[config.mk]
export PLATFORM = sky130hd
export DESIGN_NAME = result_ascii_tx
export DESIGN_NICKNAME = d
export VERILOG_FILES = /design/src/rtl/day02_pkg.sv /design/src/rtl/bcd_double_dabble.sv /design/src/rtl/result_ascii_tx.sv
export SDC_FILE = /design/constraint.sdc
export NUM_CORES = 1
export LEC_CHECK = 0
export CAP_MARGIN = 0
export CORE_MARGIN = 10
export CORE_UTILIZATION = 50
export CTS_CLUSTER_DIAMETER = 60
export DETAILED_ROUTE_END_ITERATION = 10
export PLACE_DENSITY_LB_ADDON = 0.1
export SLEW_MARGIN = 10
export SYNTH_ARGS = -nofsm -noshare
export SYNTH_HDL_FRONTEND = slang
export SYNTH_SLANG_ARGS = --single-unit
[constraint.sdc]
create_clock -name Clk -period 2.2 [get_ports Clk]
set_input_delay 0.55 -clock Clk [delete_from_list [all_inputs] [get_ports Clk]]
set_output_delay 0.55 -clock Clk [all_outputs]
set_load 0.01 [all_outputs]
[src/rtl/day02_pkg.sv]
`default_nettype none
// ============================================================================
// Package     : day02_pkg
// Description : Shared constants and the state type for the result printer.
//               This package has no ports. It holds the default value width
//               and digit count, the BCD step-counter width, the ASCII
//               codes, and tx_state_t.
// Revision    : 1.0 - initial release
// ============================================================================
package day02_pkg;

    localparam int VALUE_W = 64;   // default binary input width
    localparam int DIGITS  = 20;   // BCD digits, >= ceil(VALUE_W*log10(2))
    localparam int STEP_W  = 7;    // double-dabble step counter width

    localparam logic [7:0] ASCII_ZERO = 8'h30;
    localparam logic [7:0] ASCII_LF   = 8'h0A;

    typedef enum logic [2:0] {
        IDLE    = 3'd0,
        CONVERT = 3'd1,
        LOCATE  = 3'd2,
        SEND    = 3'd3,
        NEWLINE = 3'd4
    } tx_state_t;

endpackage : day02_pkg
`default_nettype wire

[src/rtl/bcd_double_dabble.sv]
`default_nettype none
// ============================================================================
// Module      : bcd_double_dabble
// Description : Iterative binary-to-BCD converter (shift / add-3).
//               A start pulse loads the value and clears the BCD register.
//               The converter then performs one step per cycle for VALUE_W
//               cycles. 'last' is high during the final step, so the BCD
//               register is valid on the cycle after 'last'.
// Ports       : Clk    - clock, posedge
//               RstN   - synchronous reset, active-low
//               start  - load request (value sampled same edge)
//               value  - binary input
//               last   - high in the cycle whose edge performs the final step
//               bcd    - packed BCD result, nibble 0 = least significant digit
// Revision    : 1.0 - initial release
// ============================================================================
module bcd_double_dabble #(
    parameter int VALUE_W = day02_pkg::VALUE_W,
    parameter int DIGITS  = day02_pkg::DIGITS
) (
    input  logic                  Clk,
    input  logic                  RstN,
    input  logic                  start,
    input  logic [VALUE_W-1:0]    value,
    output logic                  last,
    output logic [DIGITS*4-1:0]   bcd
);
    import day02_pkg::*;

    logic [VALUE_W-1:0]  bin_q;
    logic [DIGITS*4-1:0] bcd_q;
    logic [DIGITS*4-1:0] bcd_adj;
    logic [STEP_W-1:0]   step_q;
    logic                running_q;

    // Pre-shift correction: any digit >= 5 would become >= 10 after the shift,
    // so adding 3 now makes the shift carry into the next nibble.
    always_comb begin
        bcd_adj = bcd_q;
        for (int i = 0; i < DIGITS; i++) begin
            if (bcd_q[i*4 +: 4] >= 4'd5) begin
                bcd_adj[i*4 +: 4] = bcd_q[i*4 +: 4] + 4'd3;
            end
        end
    end

    assign last = running_q && (step_q == STEP_W'(VALUE_W - 1));
    assign bcd  = bcd_q;

    always_ff @(posedge Clk) begin
        if (!RstN) begin
            bin_q     <= '0;
            bcd_q     <= '0;
            step_q    <= '0;
            running_q <= 1'b0;
        end else if (start) begin
            bin_q     <= value;
            bcd_q     <= '0;
            step_q    <= '0;
            running_q <= 1'b1;
        end else if (running_q) begin
            {bcd_q, bin_q} <= {bcd_adj, bin_q} << 1;
            if (last) begin
                step_q    <= '0;
                running_q <= 1'b0;
            end else begin
                step_q    <= step_q + 1'b1;
            end
        end
    end

endmodule : bcd_double_dabble
`default_nettype wire

[src/rtl/result_ascii_tx.sv]
`default_nettype none
// ============================================================================
// Module      : result_ascii_tx
// Description : Prints a binary result as an ASCII decimal line.
//               The BCD conversion is followed by leading-zero suppression.
//               The digits are sent MSD first, followed by LF, over a byte
//               valid/ready link.
// Ports       : Clk     - clock, posedge
//               RstN    - synchronous reset, active-low
//               Start   - 1-cycle request, Value sampled same edge
//               Value   - unsigned binary value to print
//               Busy    - a line is in progress (any non-IDLE state)
//               TxData  - ASCII byte
//               TxValid - TxData valid, held until accepted
//               TxReady - sink accepts byte at posedge when TxValid is high
//               Done    - sticky, line fully sent; cleared by next accepted Start
//               Error   - sticky until reset, Start seen while Busy
// Revision    : 1.0 - initial release
// ============================================================================
module result_ascii_tx #(
    parameter int VALUE_W = day02_pkg::VALUE_W,
    parameter int DIGITS  = day02_pkg::DIGITS
) (
    input  logic                Clk,
    input  logic                RstN,
    input  logic                Start,
    input  logic [VALUE_W-1:0]  Value,
    output logic                Busy,
    output logic [7:0]          TxData,
    output logic                TxValid,
    input  logic                TxReady,
    output logic                Done,
    output logic                Error
);
    import day02_pkg::*;

    localparam int IDX_W = (DIGITS > 1) ? $clog2(DIGITS) : 1;

    tx_state_t           state, state_next;
    logic [IDX_W-1:0]    idx, idx_next;
    logic [IDX_W-1:0]    msd_idx;
    logic [DIGITS*4-1:0] bcd;
    logic [3:0]          digit;
    logic                accept;
    logic                conv_last;
    logic                done_q;
    logic                error_q;

    assign accept = Start && (state == IDLE);

    bcd_double_dabble #(
        .VALUE_W (VALUE_W),
        .DIGITS  (DIGITS)
    ) u_dabble (
        .Clk   (Clk),
        .RstN  (RstN),
        .start (accept),
        .value (Value),
        .last  (conv_last),
        .bcd   (bcd)
    );

    // Highest nonzero nibble wins; an all-zero result leaves index 0 so that
    // a single '0' is printed.
    always_comb begin
        msd_idx = '0;
        for (int i = 0; i < DIGITS; i++) begin
            if (bcd[i*4 +: 4] != 4'd0) begin
                msd_idx = IDX_W'(i);
            end
        end
    end

    assign digit = bcd[idx*4 +: 4];

    // TxValid and TxData depend only on the registered state and idx. They
    // therefore hold steady while the sink stalls.
    always_comb begin
        state_next = state;
        idx_next   = idx;
        TxValid    = 1'b0;
        TxData     = 8'h00;
        case (state)
            IDLE: begin
                if (Start) begin
                    state_next = CONVERT;
                end
            end
            CONVERT: begin
                if (conv_last) begin
                    state_next = LOCATE;
                end
            end
            LOCATE: begin
                idx_next   = msd_idx;
                state_next = SEND;
            end
            SEND: begin
                TxValid = 1'b1;
                TxData  = ASCII_ZERO + {4'd0, digit};
                if (TxReady) begin
                    if (idx == '0) begin
                        state_next = NEWLINE;
                    end else begin
                        idx_next = idx - 1'b1;
                    end
                end
            end
            NEWLINE: begin
                TxValid = 1'b1;
                TxData  = ASCII_LF;
                if (TxReady) begin
                    state_next = IDLE;
                end
            end
            default: begin
                state_next = IDLE;
            end
        endcase
    end

    always_ff @(posedge Clk) begin
        if (!RstN) begin
            state   <= IDLE;
            idx     <= '0;
            done_q  <= 1'b0;
            error_q <= 1'b0;
        end else begin
            state <= state_next;
            idx   <= idx_next;
            if (accept) begin
                done_q <= 1'b0;
            end else if ((state == NEWLINE) && TxReady) begin
                done_q <= 1'b1;
            end
            // This also covers a Start that coincides with the final LF transfer.
            if (Start && (state != IDLE)) begin
                error_q <= 1'b1;
            end
        end
    end

    assign Busy  = (state != IDLE);
    assign Done  = done_q;
    assign Error = error_q;

endmodule : result_ascii_tx
`default_nettype wire

==> flow_results.xml, run 1 <==
<?xml version="1.0" encoding="UTF-8"?>
<metrics>
  <group name="logic_synthesis">
    <metric name="synthDominantAreaCellType" unit="">sky130_fd_sc_hd__dfxtp_1</metric>
    <metric name="synthArstFlopShare" unit="">0</metric>
    <metric name="postSynthRegisterBits" unit="">162</metric>
    <metric name="yosys_most_used_dff" unit="">sky130_fd_sc_hd__dfxtp_1</metric>
    <metric name="synth.avg_cell_area" unit="µm²">9.02</metric>
    <metric name="synth_top_area_share" unit="">0.348</metric>
    <metric name="synthDistinctLibCells" unit="">59</metric>
    <metric name="post_synth_instance_area" unit="mm²">0.00933</metric>
    <metric name="part_of_the_yosys_area_used_for_sequential_elements" unit="">0.348</metric>
    <metric name="synth_warnings" unit="">0</metric>
    <metric name="leading_cell_type_by_number_of_instances_after_synthesis" unit="">sky130_fd_sc_hd__dfxtp_1</metric>
    <metric name="synthesis.instances" unit="">1035</metric>
    <metric name="netlist_top_cells_area" unit="">sky130_fd_sc_hd__dfxtp_1 35%, sky130_fd_sc_hd__mux2i_1 11%, sky130_fd_sc_hd__o211a_1 6.8%</metric>
    <metric name="number_of_synthesized_flops_with_an_enable_pin" unit="">0</metric>
    <metric name="synth_top_cells_by_count" unit="">162 x sky130_fd_sc_hd__dfxtp_1, 119 x sky130_fd_sc_hd__nand2_1, 102 x sky130_fd_sc_hd__mux2i_1</metric>
  </group>
  <group name="sta">
    <metric name="worst_case_headroom_to_the_max_slew_limit" unit="">0.648</metric>
    <metric name="finalHoldViolCount" unit="">0</metric>
    <metric name="post_route_minimum_period" unit="ps">2770</metric>
    <metric name="worst_pin_slew" unit="ps">529</metric>
    <metric name="tns" unit="ps">-2050</metric>
    <metric name="fmax" unit="MHz">361</metric>
    <metric name="finalCritPeriodShare" unit="">1.26</metric>
    <metric name="final.setup.worst_slack" unit="ps">-572</metric>
    <metric name="rsz0062_at_grt" unit="">true</metric>
    <metric name="worst_clock_skew" unit="ps">8.25</metric>
    <metric name="setup_violations" unit="">4</metric>
    <metric name="fin_hold_ws" unit="ps">482</metric>
    <metric name="max_transition_viols_final" unit="">0</metric>
  </group>
  <group name="setup_path">
    <metric name="worst_path_max_delay_cell" unit="">sky130_fd_sc_hd__mux4_2</metric>
    <metric name="worst_setup_path_end_kind" unit="">primary output</metric>
    <metric name="critPathRequiredTime" unit="ps">1650</metric>
    <metric name="worst-endpoint-arrival" unit="ps">2220</metric>
    <metric name="timing_worst_setup_path_type" unit="">reg2out</metric>
    <metric name="crit_fanout" unit="">7</metric>
    <metric name="path_cells" unit="">mux4_2, mux2_4, a221oi_4, o21ai_1, buf_2</metric>
    <metric name="timing.critical_path.from_type" unit="">flip-flop</metric>
    <metric name="cp_slowest_stage_delay" unit="ps">530</metric>
    <metric name="worstRegToRegCells" unit="">8</metric>
  </group>
  <group name="run_status">
    <metric name="outcome" unit="">finished, violations left</metric>
    <metric name="violations" unit="">setup timing</metric>
  </group>
  <group name="clock_tree">
    <metric name="cts_hold_buf" unit="">0</metric>
    <metric name="clkSinkCount" unit="">162</metric>
    <metric name="clock_insertion_delay_worst_skew" unit="ps">430</metric>
    <metric name="cts_inserted_buffers" unit="">17</metric>
    <metric name="htree_levels" unit="">4</metric>
    <metric name="tritoncts" unit="">done</metric>
    <metric name="buffer_levels_on_the_longest_clock_path" unit="">2</metric>
    <metric name="clockRootBuffer" unit="">sky130_fd_sc_hd__clkbuf_16</metric>
    <metric name="clk_transition_reported_paths" unit="ps">70</metric>
  </group>
  <group name="drt">
    <metric name="drt-vias-per-instance" unit="">5.44</metric>
    <metric name="drt_wirelength" unit="mm">22.1</metric>
    <metric name="ant_nets" unit="">0</metric>
    <metric name="dr.first_iter.drc_count" unit="">374</metric>
    <metric name="vias" unit="">7833</metric>
    <metric name="wl_per_cell" unit="µm">15.3</metric>
    <metric name="first_pass_iters" unit="">4</metric>
    <metric name="drt_drc_violations_left" unit="">0</metric>
  </group>
  <group name="layout">
    <metric name="n_fill_cell" unit="">1568</metric>
    <metric name="utilization" unit="">0.652</metric>
    <metric name="final-instance-count-excl-fill" unit="">1439</metric>
    <metric name="final_cell_area" unit="mm²">0.0118</metric>
    <metric name="layout-drive-gt1-share" unit="">0.179</metric>
    <metric name="final_nets" unit="">1309</metric>
    <metric name="antenna_cells_inserted" unit="">0</metric>
    <metric name="layout-area-overhead-vs-synth" unit="%">26.8</metric>
  </group>
  <group name="global_route">
    <metric name="grt_use_total" unit="">0.180</metric>
    <metric name="grt_max_degree" unit="">89</metric>
    <metric name="first_global_vias" unit="">7498</metric>
    <metric name="grt_total_ovfl" unit="">0</metric>
    <metric name="grt_pass1_wl" unit="mm">36.5</metric>
    <metric name="grt_antenna_before_repair" unit="">0</metric>
  </group>
  <group name="floorplan">
    <metric name="core" unit="mm²">0.0181</metric>
    <metric name="initial_core_util" unit="">0.514</metric>
    <metric name="number_of_placed_i_o_pins" unit="">80</metric>
    <metric name="die_y" unit="µm">157</metric>
    <metric name="die_width" unit="µm">157</metric>
    <metric name="dieArea" unit="mm²">0.0245</metric>
    <metric name="num_rows" unit="">49</metric>
  </group>
  <group name="placement">
    <metric name="gpl.final_weighted_congestion" unit="">0.888</metric>
    <metric name="place_inst" unit="">1404</metric>
    <metric name="placement.io_buffers" unit="">77</metric>
    <metric name="dp_hpwl" unit="mm">16.0</metric>
    <metric name="dpl_cell_area" unit="mm²">0.0111</metric>
    <metric name="post-place-ws" unit="ps">-729</metric>
  </group>
  <group name="hold_path">
    <metric name="min_path_cells" unit="">2</metric>
    <metric name="hp-class" unit="">reg2reg</metric>
  </group>
  <group name="run">
    <metric name="maxCapViolCount" unit="">0</metric>
  </group>
  <group name="power_and_ir_drop">
    <metric name="report.power.total" unit="mW">6.85</metric>
    <metric name="cell_area_power_density" unit="mW/mm²">579</metric>
    <metric name="p_leak" unit="nW">5.33</metric>
    <metric name="power.ir.vdd_worst" unit="V">0.000427</metric>
  </group>
</metrics>
worst max-delay path: cells and delay by family (launching register included):
| kind | cells | cell delay [ps] |
|---|---|---|
| multiplexers | 2 | 840 |
| flip-flops | 1 | 410 |
| AO/OA/AOI/OAI | 2 | 380 |
| buffers and inverters | 1 | 150 |
where the power goes:
part           leakage [nW]  switching (mW)  internal (mW)
combinational          3.73           0.400          0.438
clock                 0.272            1.38           1.51
sequential             1.32          0.0716           3.05
total                  5.33            1.85           5.00
what timing repair did:
item | CTS | global route
setup endpoints to repair | 8 | 10
pin swaps | 6 | 3
buffers inserted | 3 | 0
gates resized for setup | 43 | 11
logic make-up (layout without fill, tap and decap cells):
group,count (synthesis),in the layout,share of synthesized area
mux,124,124,0.160
simple gates,318,318,0.171
other cells,1,2,0.000402
flops,162,162,0.348
xor+xnor,38,38,0.0357
buf+inv,110,284,0.0483
compound gates,238,238,0.178
fa+ha+maj,44,44,0.0590
cell type report:
cell class	instances	area, µm²	area share
clock buffer	18	429	0.0363
clock inverter	14	141	0.0119
inverter	45	169	0.0143
timing repair buffer	207	1820	0.154
multi-input combinational	764	5740	0.485
sequential	162	3250	0.275
tap	229	287	0.0242
cells in the final DEF (no fill, tap or decap), types with 7 or more instances in the layout:
cell type,synthesis,final
sky130_fd_sc_hd__dfxtp_1,162,157
sky130_fd_sc_hd__buf_4,5,117
sky130_fd_sc_hd__nand2_1,119,115
sky130_fd_sc_hd__mux2i_1,102,102
sky130_fd_sc_hd__a21oi_1,72,72
sky130_fd_sc_hd__clkdlybuf4s50_1,0,68
sky130_fd_sc_hd__o211a_1,63,63
sky130_fd_sc_hd__nor2_1,55,55
sky130_fd_sc_hd__nand2b_1,49,48
sky130_fd_sc_hd__ha_1,44,44
sky130_fd_sc_hd__inv_1,42,42
sky130_fd_sc_hd__o21ai_0,39,39
sky130_fd_sc_hd__nand3_1,38,38
sky130_fd_sc_hd__xnor2_1,34,34
sky130_fd_sc_hd__mux4_2,19,20
sky130_fd_sc_hd__nor3b_1,19,19
sky130_fd_sc_hd__clkbuf_16,0,17
sky130_fd_sc_hd__o211ai_1,15,15
sky130_fd_sc_hd__a21o_1,12,12
sky130_fd_sc_hd__a211oi_1,8,8
sky130_fd_sc_hd__buf_6,0,7
per-layer routing:
layer,GRT usage,part of all wire
met1,0.233,0.48
met2,0.285,0.45
met3,0.0521,0.055
met4,0.0535,0.016
met5,0,0
path summary, 6_finish.rpt:
path                                   startpoint                end  slack [ps]
worst max register to register   u_dabble.bcd[24]             idx[2]         120
worst min-delay path            u_dabble.bin_q[0]  u_dabble.bin_q[0]         480
worst max-delay path                       idx[0]          TxData[3]        -570
worst min register to register  u_dabble.bin_q[0]  u_dabble.bin_q[0]         480
flip-flops by register name (all words and copies together) (netlist names):
signal and flops:
Done 1, u_dabble.running_q 1, Error 1, u_dabble.bin_q 64
idx 5, state 3, u_dabble.step_q 7, u_dabble.bcd 80
No activity file was read; power rests on OpenSTA's default activity.
==> inputs of run 2 (changes only) <==
--- a/config.mk
+++ b/config.mk
@@ -7,7 +7,7 @@
 export LEC_CHECK = 0
 export CAP_MARGIN = 0
 export CORE_MARGIN = 10
-export CORE_UTILIZATION = 50
+export CORE_UTILIZATION = 45
 export CTS_CLUSTER_DIAMETER = 60
 export DETAILED_ROUTE_END_ITERATION = 10
 export PLACE_DENSITY_LB_ADDON = 0.1
==> run 2 against run 1 <==
- the flow still finishes with violations (setup timing)
- register-to-register slack improved by 20 ps
- clock power rose by 10%
- routed wire length rose by 0.78%
- via count fell by 1.6%
- first-iteration DRC count rose by 18%
- largest cell class unchanged
- setup slack improved by 51 ps
- sequential power barely moved
- combinational power barely moved
- power rose by 4.4%
- hold slack got worse by 13 ps
==> flow_results.xml, run 2 (synthesis gave the netlist of run 1 again) <==
<?xml version="1.0" encoding="UTF-8"?>
<metrics>
  <group name="clock_tree">
    <metric name="clk_transition_reported_paths" unit="ps">70</metric>
    <metric name="clkSinkCount" unit="">162</metric>
    <metric name="tritoncts" unit="">done</metric>
    <metric name="htree_levels" unit="">4</metric>
    <metric name="buffer_levels_on_the_longest_clock_path" unit="">2</metric>
    <metric name="clock_insertion_delay_worst_skew" unit="ps">440</metric>
    <metric name="clockRootBuffer" unit="">sky130_fd_sc_hd__clkbuf_16</metric>
    <metric name="cts_inserted_buffers" unit="">17</metric>
  </group>
  <group name="global_route">
    <metric name="grt_use_total" unit="">0.165</metric>
    <metric name="grt_antenna_before_repair" unit="">0</metric>
    <metric name="first_global_vias" unit="">7609</metric>
    <metric name="grt_max_degree" unit="">117</metric>
    <metric name="grt_pass1_wl" unit="mm">36.8</metric>
    <metric name="grt_total_ovfl" unit="">0</metric>
  </group>
  <group name="layout">
    <metric name="final_cell_area" unit="mm²">0.0119</metric>
    <metric name="layout_common_cells" unit="">158 x sky130_fd_sc_hd__dfxtp_1, 122 x sky130_fd_sc_hd__buf_4, 115 x sky130_fd_sc_hd__nand2_1</metric>
    <metric name="final_nets" unit="">1312</metric>
    <metric name="largest_reg_flops" unit="">80</metric>
    <metric name="layout-area-overhead-vs-synth" unit="%">28.0</metric>
    <metric name="utilization" unit="">0.588</metric>
    <metric name="final-instance-count-excl-fill" unit="">1482</metric>
    <metric name="antenna_cells_inserted" unit="">0</metric>
    <metric name="layout-drive-gt1-share" unit="">0.182</metric>
    <metric name="leading_cell_type_in_the_layout_fill_and_taps_excluded" unit="">sky130_fd_sc_hd__dfxtp_1</metric>
  </group>
  <group name="sta">
    <metric name="max_transition_viols_final" unit="">0</metric>
    <metric name="worst_clock_skew" unit="ps">15.6</metric>
    <metric name="final.setup.worst_slack" unit="ps">-521</metric>
    <metric name="fmax" unit="MHz">368</metric>
    <metric name="post_route_minimum_period" unit="ps">2720</metric>
    <metric name="rsz0062_at_grt" unit="">true</metric>
    <metric name="tns" unit="ps">-1970</metric>
    <metric name="finalCritPeriodShare" unit="">1.24</metric>
    <metric name="finalHoldViolCount" unit="">0</metric>
    <metric name="setup_violations" unit="">4</metric>
  </group>
  <group name="drt">
    <metric name="ant_nets" unit="">0</metric>
    <metric name="drt-vias-per-instance" unit="">5.20</metric>
    <metric name="drt_wirelength" unit="mm">22.3</metric>
    <metric name="vias" unit="">7710</metric>
    <metric name="wl_per_cell" unit="µm">15.0</metric>
    <metric name="dr.first_iter.drc_count" unit="">441</metric>
    <metric name="first_pass_iters" unit="">5</metric>
    <metric name="drt_drc_violations_left" unit="">0</metric>
  </group>
  <group name="setup_path">
    <metric name="timing.critical_path.from_type" unit="">flip-flop</metric>
    <metric name="worst-endpoint-arrival" unit="ps">2170</metric>
    <metric name="crit_fanout" unit="">5</metric>
    <metric name="critPathRequiredTime" unit="ps">1650</metric>
    <metric name="timing_worst_setup_path_type" unit="">reg2out</metric>
    <metric name="worst_setup_path_end_kind" unit="">primary output</metric>
  </group>
  <group name="power_and_ir_drop">
    <metric name="p_leak" unit="nW">5.35</metric>
    <metric name="power.ir.vdd_worst" unit="V">0.000362</metric>
    <metric name="cell_area_power_density" unit="mW/mm²">599</metric>
  </group>
  <group name="run">
    <metric name="maxCapViolCount" unit="">0</metric>
  </group>
  <group name="placement">
    <metric name="placement.io_buffers" unit="">77</metric>
    <metric name="dpl_cell_area" unit="mm²">0.0112</metric>
    <metric name="gpl.final_weighted_congestion" unit="">0.847</metric>
    <metric name="place_inst" unit="">1448</metric>
    <metric name="dp_hpwl" unit="mm">16.0</metric>
    <metric name="post-place-ws" unit="ps">-646</metric>
  </group>
  <group name="floorplan">
    <metric name="initial_core_util" unit="">0.460</metric>
    <metric name="number_of_placed_i_o_pins" unit="">80</metric>
    <metric name="core" unit="mm²">0.0203</metric>
    <metric name="die_y" unit="µm">164</metric>
    <metric name="dieArea" unit="mm²">0.0269</metric>
    <metric name="die_width" unit="µm">164</metric>
    <metric name="num_rows" unit="">52</metric>
  </group>
  <group name="run_status">
    <metric name="outcome" unit="">finished, violations left</metric>
    <metric name="violations" unit="">setup timing</metric>
  </group>
  <group name="hold_path">
    <metric name="hp-class" unit="">in2reg</metric>
  </group>
</metrics>
## run 2: cell count changes in the layout (fill, tap and decap cells not counted), sizes merged
cell,change
buf,+2
clkdlybuf4s15,-1
dlygate4sd2,+1
inv,-2
bufinv,+3
clkbuf,+1
clkinvlp,-2
## run 2: metal layers
layer | part of all wire | GRT usage | vias to the layer above
li1 | - | - | 4018
met1 | 0.50 | 0.214 | 3562
met2 | 0.45 | 0.264 | 113
met5 | 0 | 0 | -
met3 | 0.042 | 0.0438 | 17
met4 | 0.0084 | 0.0451 | 0
## run 2: final cells by class
type                       count  area [µm²]
timing repair buffer         210        1840
clock inverter                13         189
multi-input combinational    764        5710
sequential                   162        3250
inverter                      45         169
clock buffer                  18         439
fill                        1840        8360
tap                          270         338
## run 2: through the flow
step           total power [mW]  hold WS, ps
2_1_floorplan              3.74          459
3_3_place_gp               4.02          472
3_5_place_dp               4.03          473
4_1_cts                    7.24          465
5_1_grt                    7.43          480
6_report                   7.15          469
## run 2: final timing paths
path                       from            endpoint  slack [ps]  cells past startpoint
min reg2reg  u_dabble.step_q[6]  u_dabble.step_q[6]         490                      1
max                      idx[0]           TxData[1]        -520                      7
max reg2reg    u_dabble.bcd[25]              idx[2]         140                      8
min                        RstN   u_dabble.bin_q[1]         470                      2
## run 2: worst max-delay path, stage by stage, from the launching register on
cell and delay (ps):
sky130_fd_sc_hd__dfxtp_4 390, sky130_fd_sc_hd__buf_6 120, sky130_fd_sc_hd__mux4_2 510, sky130_fd_sc_hd__nand2_2 80, sky130_fd_sc_hd__o21ai_2 60, sky130_fd_sc_hd__a221oi_2 290, sky130_fd_sc_hd__o21ai_1 120, sky130_fd_sc_hd__buf_2 160
## run 2: where the power goes
part	switching (mW)	internal, mW
clock	1.33	1.86
sequential	0.0745	3.05
combinational	0.398	0.442
## run 2: what timing repair did
action                                  CTS  global route
endpoints found under the setup margin    9             9
pin swaps                                 5             4
gates resized for setup                  37            10
hold buffers                              0             0
cloned                                    0             0
setup buffers                             2             1
==> inputs of run 3 (changes only) <==
--- a/config.mk
+++ b/config.mk
@@ -11,6 +11,7 @@
 export CTS_CLUSTER_DIAMETER = 60
 export DETAILED_ROUTE_END_ITERATION = 10
 export PLACE_DENSITY_LB_ADDON = 0.1
+export REMOVE_ABC_BUFFERS = 1
 export SLEW_MARGIN = 10
 export SYNTH_ARGS = -nofsm -noshare
 export SYNTH_HDL_FRONTEND = slang
==> run 3 against run 2 <==
- register-to-register slack got worse by 50 ps
- largest cell class unchanged
- routed wire length decreased by 0.80%
- critical endpoint is now TxData[3]
- maximum frequency increased by 0.41%
- the flow still finishes with violations (setup timing)
- sequential power about the same
- core utilization increased by 0.32 points
- combinational power decreased by 1%
- count of clock-buffer cells in the layout decreased by 1
==> flow_results.xml, run 3 (synthesis gave the netlist of run 1 again) <==
<?xml version="1.0" encoding="UTF-8"?>
<metrics>
  <group name="clock_tree">
    <metric name="tritoncts" unit="">done</metric>
    <metric name="buffer_levels_on_the_longest_clock_path" unit="">2</metric>
    <metric name="cts_hold_buf" unit="">0</metric>
    <metric name="htree_levels" unit="">4</metric>
    <metric name="cts_inserted_buffers" unit="">17</metric>
    <metric name="clock_insertion_delay_worst_skew" unit="ps">430</metric>
    <metric name="clk_transition_reported_paths" unit="ps">70</metric>
    <metric name="clockRootBuffer" unit="">sky130_fd_sc_hd__clkbuf_16</metric>
    <metric name="clkSinkCount" unit="">162</metric>
  </group>
  <group name="global_route">
    <metric name="grt_total_ovfl" unit="">0</metric>
    <metric name="grt_max_degree" unit="">99</metric>
    <metric name="grt_antenna_before_repair" unit="">0</metric>
    <metric name="grt_use_total" unit="">0.166</metric>
    <metric name="grt_pass1_wl" unit="mm">37.0</metric>
    <metric name="first_global_vias" unit="">7538</metric>
  </group>
  <group name="placement">
    <metric name="dp_hpwl" unit="mm">15.8</metric>
    <metric name="dpl_cell_area" unit="mm²">0.0112</metric>
    <metric name="placement.io_buffers" unit="">77</metric>
    <metric name="post-place-ws" unit="ps">-634</metric>
    <metric name="place_inst" unit="">1447</metric>
    <metric name="gpl.final_weighted_congestion" unit="">0.845</metric>
  </group>
  <group name="sta">
    <metric name="worst_clock_skew" unit="ps">14.3</metric>
    <metric name="fin_hold_ws" unit="ps">470</metric>
    <metric name="post_route_minimum_period" unit="ps">2710</metric>
    <metric name="worst_case_headroom_to_the_max_slew_limit" unit="">0.645</metric>
    <metric name="final.setup.worst_slack" unit="ps">-509</metric>
    <metric name="finalHoldViolCount" unit="">0</metric>
    <metric name="max_transition_viols_final" unit="">0</metric>
    <metric name="fmax" unit="MHz">369</metric>
    <metric name="worst_pin_slew" unit="ps">532</metric>
    <metric name="finalCritPeriodShare" unit="">1.23</metric>
    <metric name="tns" unit="ps">-1920</metric>
    <metric name="rsz0062_at_grt" unit="">true</metric>
    <metric name="setup_violations" unit="">4</metric>
  </group>
  <group name="floorplan">
    <metric name="die_y" unit="µm">164</metric>
    <metric name="die_width" unit="µm">164</metric>
    <metric name="num_rows" unit="">52</metric>
    <metric name="initial_core_util" unit="">0.460</metric>
    <metric name="number_of_placed_i_o_pins" unit="">80</metric>
    <metric name="core" unit="mm²">0.0203</metric>
    <metric name="dieArea" unit="mm²">0.0269</metric>
  </group>
  <group name="layout">
    <metric name="final_cell_area" unit="mm²">0.0120</metric>
    <metric name="multi_input_area" unit="mm²">0.00578</metric>
    <metric name="regArea" unit="mm²">0.00325</metric>
    <metric name="n_fill_cell" unit="">1821</metric>
    <metric name="antenna_cells_inserted" unit="">0</metric>
    <metric name="layout_common_cells" unit="">159 x sky130_fd_sc_hd__dfxtp_1, 121 x sky130_fd_sc_hd__buf_4, 115 x sky130_fd_sc_hd__nand2_1</metric>
    <metric name="layout-drive-gt1-share" unit="">0.185</metric>
    <metric name="layout-area-overhead-vs-synth" unit="%">28.7</metric>
    <metric name="largest_reg_flops" unit="">80</metric>
    <metric name="final_nets" unit="">1312</metric>
    <metric name="leading_cell_type_in_the_layout_fill_and_taps_excluded" unit="">sky130_fd_sc_hd__dfxtp_1</metric>
    <metric name="utilization" unit="">0.591</metric>
    <metric name="final-instance-count-excl-fill" unit="">1483</metric>
  </group>
  <group name="drt">
    <metric name="wl_per_cell" unit="µm">14.9</metric>
    <metric name="dr.first_iter.drc_count" unit="">449</metric>
    <metric name="drt_drc_violations_left" unit="">0</metric>
    <metric name="vias" unit="">7737</metric>
    <metric name="drt-vias-per-instance" unit="">5.22</metric>
    <metric name="drt_wirelength" unit="mm">22.1</metric>
    <metric name="first_pass_iters" unit="">4</metric>
    <metric name="ant_nets" unit="">0</metric>
  </group>
  <group name="power_and_ir_drop">
    <metric name="p_leak" unit="nW">5.36</metric>
    <metric name="cell_area_power_density" unit="mW/mm²">586</metric>
    <metric name="power.ir.vdd_worst" unit="V">0.000506</metric>
    <metric name="report.power.total" unit="mW">7.03</metric>
  </group>
  <group name="run">
    <metric name="maxCapViolCount" unit="">0</metric>
  </group>
  <group name="setup_path">
    <metric name="critPathRequiredTime" unit="ps">1650</metric>
    <metric name="worst-endpoint-arrival" unit="ps">2160</metric>
    <metric name="worst_r2r_startpoint" unit="">u_dabble.bcd[24]</metric>
    <metric name="timing_worst_setup_path_type" unit="">reg2out</metric>
    <metric name="worstRegToRegCells" unit="">8</metric>
    <metric name="worst_setup_path_end_kind" unit="">primary output</metric>
    <metric name="r2r_setup_slack" unit="ps">90</metric>
    <metric name="timing.critical_path.from_type" unit="">flip-flop</metric>
    <metric name="reg2reg_to" unit="">idx[2]</metric>
    <metric name="crit_fanout" unit="">5</metric>
  </group>
  <group name="run_status">
    <metric name="violations" unit="">setup timing</metric>
    <metric name="outcome" unit="">finished, violations left</metric>
  </group>
  <group name="hold_path">
    <metric name="hp-class" unit="">in2reg</metric>
    <metric name="hold_path_startpoint" unit="">RstN</metric>
    <metric name="min_path_cells" unit="">2</metric>
    <metric name="whs_endpoint" unit="">u_dabble.bin_q[18]</metric>
  </group>
</metrics>
[run 3: cell types whose count changed in the layout (fill, tap and decap cells not counted), sizes merged]
cell	previous run	this run
clkinvlp	1	0
clkbuf	19	17
bufinv	3	1
dlygate4sd2	3	4
clkinv	2	4
inv	52	55
[run 3: what timing repair did]
item                                    in CTS  in global routing
pin swaps                                    4                  4
buffers inserted                             4                  0
endpoints found under the setup margin      12                  9
endpoints found under the hold margin        0                  0
gates resized for setup                     44                 13
[run 3: layer usage]
metal	GRT usage	share of wire	vias up
li1	-	-	4020
met3	0.0390	0.039	10
met2	0.266	0.46	115
met1	0.223	0.49	3592
met5	0	0	-
met4	0.0374	0.010	0
[run 3: how the worst max path moves through the flow]
stage | from | endpoint | depth (start not counted)
global route | idx[0] | TxData[3] | 5
CTS | idx[0] | TxData[3] | 5
finish | idx[0] | TxData[3] | 5
global placement | idx[0] | TxData[1] | 7
floorplan | u_dabble.running_q | u_dabble.step_q[0] | 4
detailed placement | idx[0] | TxData[1] | 7
[run 3: cell type report]
cell class / count / share of cell area
Tap cell: 270 / 0.0281
Inverter: 45 / 0.0143
Clock inverter: 15 / 0.0151
Sequential cell: 162 / 0.271
Clock buffer: 17 / 0.0354
Timing Repair Buffer: 210 / 0.155
Multi-Input combinational cell: 764 / 0.481
[run 3: critical path: stages, from the launching register on]
cell,delay (ps)
sky130_fd_sc_hd__dfxtp_4,400
sky130_fd_sc_hd__mux4_2,520
sky130_fd_sc_hd__mux2_4,300
sky130_fd_sc_hd__a221oi_2,240
sky130_fd_sc_hd__o21ai_1,120
sky130_fd_sc_hd__buf_2,160
[run 3: power breakdown]
part	total, mW	switching, mW	internal, mW
sequential	3.13	0.0832	3.05
clock	3.07	1.43	1.64
combinational	0.830	0.394	0.437
